### src/rtl/stall_ctrl.sv
// Pipeline stall controller: zero-latency stall vector from ID/EX/MEM
// requests, plus run length, saturating stall/bubble counters and a watchdog.
module stall_ctrl #(
  parameter int CNT_W      = 32,
  parameter int RUN_W      = 8,
  parameter int WDOG_LIMIT = 200
) (
  input  logic             clk,
  input  logic             rst_n,
  input  logic             stallreq_id,
  input  logic             stallreq_ex,
  input  logic             stallreq_mem,
  input  logic             clr_stat,
  output logic [5:0]       stall,
  output logic             stall_active,
  output logic [RUN_W-1:0] run_len,
  output logic [CNT_W-1:0] stall_cycles,
  output logic [CNT_W-1:0] bubble_cnt,
  output logic             stall_timeout
);

  typedef enum logic {
    IDLE = 1'b0,
    RUN  = 1'b1
  } state_t;

  localparam logic [RUN_W-1:0] RUN_MAX = '1;
  localparam logic [CNT_W-1:0] CNT_MAX = '1;
  localparam logic [RUN_W-1:0] WDOG_M1 = RUN_W'(WDOG_LIMIT - 1);

  state_t           r_state;
  state_t           w_next;
  logic [RUN_W-1:0] r_run;
  logic [RUN_W-1:0] w_run_nxt;
  logic [CNT_W-1:0] r_cycles;
  logic [CNT_W-1:0] r_bubbles;
  logic             r_timeout;
  logic [5:0]       w_stall;
  logic             w_any;

  // Deepest requester wins; reset forces release.
  always_comb begin
    w_stall = 6'b000000;
    if (!rst_n)
      w_stall = 6'b000000;
    else if (stallreq_mem)
      w_stall = 6'b011111;
    else if (stallreq_ex)
      w_stall = 6'b001111;
    else if (stallreq_id)
      w_stall = 6'b000111;
  end

  assign w_any = |w_stall;

  always_comb begin
    w_next    = r_state;
    w_run_nxt = '0;
    unique case (r_state)
      IDLE: if (w_any) w_next = RUN;
      RUN:  if (!w_any) w_next = IDLE;
      default: w_next = IDLE;
    endcase
    if (w_any)
      w_run_nxt = (r_run == RUN_MAX) ? r_run : r_run + 1'b1;
  end

  always_ff @(posedge clk) begin
    if (!rst_n) begin
      r_state   <= IDLE;
      r_run     <= '0;
      r_cycles  <= '0;
      r_bubbles <= '0;
      r_timeout <= 1'b0;
    end else begin
      r_state <= w_next;
      r_run   <= w_run_nxt;
      if (clr_stat) begin
        r_cycles  <= '0;
        r_bubbles <= '0;
        r_timeout <= 1'b0;
      end else begin
        if (w_any && r_cycles != CNT_MAX)
          r_cycles <= r_cycles + 1'b1;
        if (w_any && r_bubbles != CNT_MAX)
          r_bubbles <= r_bubbles + 1'b1;
        if (w_any && r_run == WDOG_M1)
          r_timeout <= 1'b1;
      end
    end
  end

  assign stall         = w_stall;
  assign stall_active  = (r_state == RUN);
  assign run_len       = r_run;
  assign stall_cycles  = r_cycles;
  assign bubble_cnt    = r_bubbles;
  assign stall_timeout = r_timeout;

endmodule
### config.mk
export PLATFORM = sky130hd
export DESIGN_NAME = stall_ctrl
export DESIGN_NICKNAME = d
export VERILOG_FILES = /design/src/rtl/stall_ctrl.sv
export SDC_FILE = /design/constraint.sdc
export NUM_CORES = 1
export LEC_CHECK = 0
export BUFFER_PORTS_ARGS = -buffer_cell sky130_fd_sc_hd__buf_4
export CORE_ASPECT_RATIO = 1.5
export CORE_MARGIN = 1.5
export CORE_UTILIZATION = 50
export CTS_BUF_LIST = sky130_fd_sc_hd__clkbuf_8
export CTS_CLUSTER_DIAMETER = 150
export DETAILED_ROUTE_END_ITERATION = 6
export HOLD_SLACK_MARGIN = 0.1
export PLACE_DENSITY = 0.79
export SLEW_MARGIN = 20
export SYNTH_ARGS = -nofsm -noshare
export SYNTH_HDL_FRONTEND = slang
export SYNTH_SLANG_ARGS = --single-unit
### constraint.sdc
create_clock -name clk -period 3.28 [get_ports clk]
set_clock_uncertainty 0.05 [all_clocks]
set_input_delay 0.164 -clock clk [delete_from_list [all_inputs] [get_ports clk]]
set_output_delay 0.164 -clock clk [all_outputs]
set_load 0.02 [all_outputs]
==> reports/metrics.csv <==
stage;metric;value;unit
timing;Slew Viols, Final;0;
drt;number of nets with antenna violations after routing;0;
job;number of max-cap violations;0;
place;placed cells;563;
drt;Pre-antenna DRT Iters;7;
cts;clock-pin transition on the worst setup and hold timing paths;0.07;ns
drt;routed vias;3245;
outcome;status;finished, final reports clean;
floorplanning;core area;6810;um^2
synth;Seq cells post-synth;74;
timing;Tightest Pin Transition;0.789;ns
timing;WHS;0.163;ns
global_routing;GRT Total Usage;23.7;%
drt;1st-iter DRT viols;121;
layout;Layout fillers;593;
global_routing;number of global-route vias before repair;2988;
layout;most common cell after layout, fill and taps aside;buf_4;
drt;Vias/cell;5.65;
global_routing;GR Overflow Total;0;
timing;min Tclk post-route;2.48;ns
place;RePlAce Congestion;0.882;
cts;CTS H-tree lvls;3;
cts;Sink Count;74;
timing;crit share post-route;75.5;%
timing;Achievable Freq;404;MHz
power;Static Leak;1.63;nW
timing;TNS Setup;0;ns
cts;hold buffers post-CTS;0;
drt;Routed WL;8.48;mm
floorplanning;Initial Util;51.4;%
timing;RSZ-0062 raised after global routing;false;
worst_setup_path;crit path kind;reg -> reg;
cts;Bufs on Longest Clock Path;2;
place;Area after DPL;4180;um^2
layout;commonest non-fill, non-tap cells in the layout;86 x buf_4, 80 x nor2_1, 74 x dfxtp_1;
cts;CTS tree;built;
drt;DRC viols;0;
place;# port buffers;84;
power;Max rail drop VDD;228;uV
cts;clk_lat worst skew;0.35;ns
floorplanning;die area;7520;um^2
layout;fin area;4320;um^2
place;Detail Placement HPWL;6.24;mm
worst_hold_path;min-delay worst type;in -> reg;
layout;Nets;505;
cts;post-CTS setup buffer count;0;
global_routing;initial antenna violation count;0;
global_routing;largest net degree at the start of global routing;34;
synth;library cells used by synthesis;41;
layout;Area growth, synth to finish;23.4;%
synth;syn_nets;424;
synth;Post-Synthesis Cells;415;
floorplanning;DIE WIDTH;71.3;um
layout;Layout Cells excl Fill;574;
worst_setup_path;maximum fanout along the worst path;6;
layout;share of cells above drive strength 1;22.2;%
cts;TritonCTS Buffers;9;
floorplanning;Rows;37;
power;P per Cell Area;357;nW/um^2
worst_setup_path;crit end category;register;
global_routing;wire length of the first global-routing pass;14.1;mm
floorplanning;chip height;105;um
synth;sequential area share after synthesis;42.3;%
cts;root buf cell;clkbuf_8;
worst_setup_path;CP startpoint kind;register;
synth;Synth Cell Area;3500;um^2
cts;CTS resizes;0;
layout;Diodes inserted;0;
worst_setup_path;Critical Path RT;3.47;ns
synth;Warnings, synthesis;0;
worst_setup_path;crit path DAT;2.67;ns
timing;Fin. Hold Viols;0;
timing;Setup Viol. Count Final;0;
floorplanning;I/O Pins;86;
timing;Slew headroom;47.3;%
drt;Avg WL per Cell;14.8;um
synth;Mean Syn Cell Area;8.43;um^2
## Yosys cell counts (all sizes together)
cell type	count	area, um^2
a211oi	3	27.5
conb	1	3.75
nand2b	3	18.8
a21oi	5	25.0
a41o	2	20.0
nand4	33	213
xor2	32	280
nor3b	1	7.51
xnor2	27	236
ha	3	37.5
and3	11	68.8
or4	4	37.5
o21ai	7	35.0
o31ai	1	7.51
buf	3	22.5
a311oi	1	15.0
dfxtp	74	1480
mux2i	3	30.0
and2	3	18.8
a31o	2	17.5
o21a	2	15.0
nor2b	1	6.26
nand3	31	155
a31oi	4	25.0
nand2	26	97.6
or3	2	12.5
inv	7	26.3
nor4	11	81.3
nor3	11	60.1
and4	6	52.6
nor2	81	307
a21o	1	7.51
clkbuf	13	48.8
## routing by layer
layer	part of all wire [%]	global-route usage [%]	vias to the layer above
met1	40	26.5	1526
met5	0	0	-
li1	-	-	1612
met3	5.6	6.50	19
met2	52	41.0	88
met4	2.3	10.8	0
## registers in the layout (all words and copies together) (netlist names)
register / flops
stall_timeout: 1
bubble_cnt: 32
stall_active: 1
stall_cycles: 32
run_len: 8
## power breakdown
group / total, W / internal [W] / switching, W
logic: 0.0000811 / 0.0000281 / 0.0000530
registers: 0.000910 / 0.000904 / 0.00000628
clock network: 0.000549 / 0.000250 / 0.000299
## through the flow
stage	util [%]	setup WS (ns)	total power (W)
after floorplan	-	0.826	0.000982
after global placement	61.4	0.907	0.00101
after detailed placement	61.4	0.816	0.00101
after CTS	63.4	0.794	0.00156
after global routing	63.4	0.663	0.00160
final	63.4	0.804	0.00154
## logic make-up after synthesis
kind of cell	count (synthesis)	share of synthesized area (%)
buffers and inverters	23	2.79
multiplexers	3	0.858
other	1	0.107
flip-flops	74	42.3
XOR/XNOR	59	14.8
AND/OR/NAND/NOR	224	32.5
AO/OA/AOI/OAI	28	5.58
adder cells (fa/ha/maj)	3	1.07
## worst max-delay path: stages, from the launching register on
cell,delay [ns]
dfxtp_1,0.43
ha_1,0.29
nand4_1,0.11
or4_4,0.53
or4_4,0.45
nor2_2,0.19
a31oi_1,0.11
a41o_1,0.21
## area by class of cell
type	count	area [um^2]	share of cell area (%)
clock buffers	9	124	2.87
clock inverters	2	10.0	0.232
inverters	7	26.3	0.609
multi-input cells	318	1930	44.8
flip-flops and latches	74	1480	34.3
well taps	78	97.6	2.26
repair buffers	86	646	15.0
## final timing paths
kind	from	end	slack, ns	depth (start not counted)
worst max-delay path	stall_cycles[0]	stall_cycles[30]	0.80	7
worst min-delay path	stallreq_id	stall_active	0.16	4
worst max register to register	stall_cycles[0]	stall_cycles[30]	0.80	7
worst min register to register	stall_timeout	stall_timeout	0.42	2
Power figures use the tool's default switching activity.
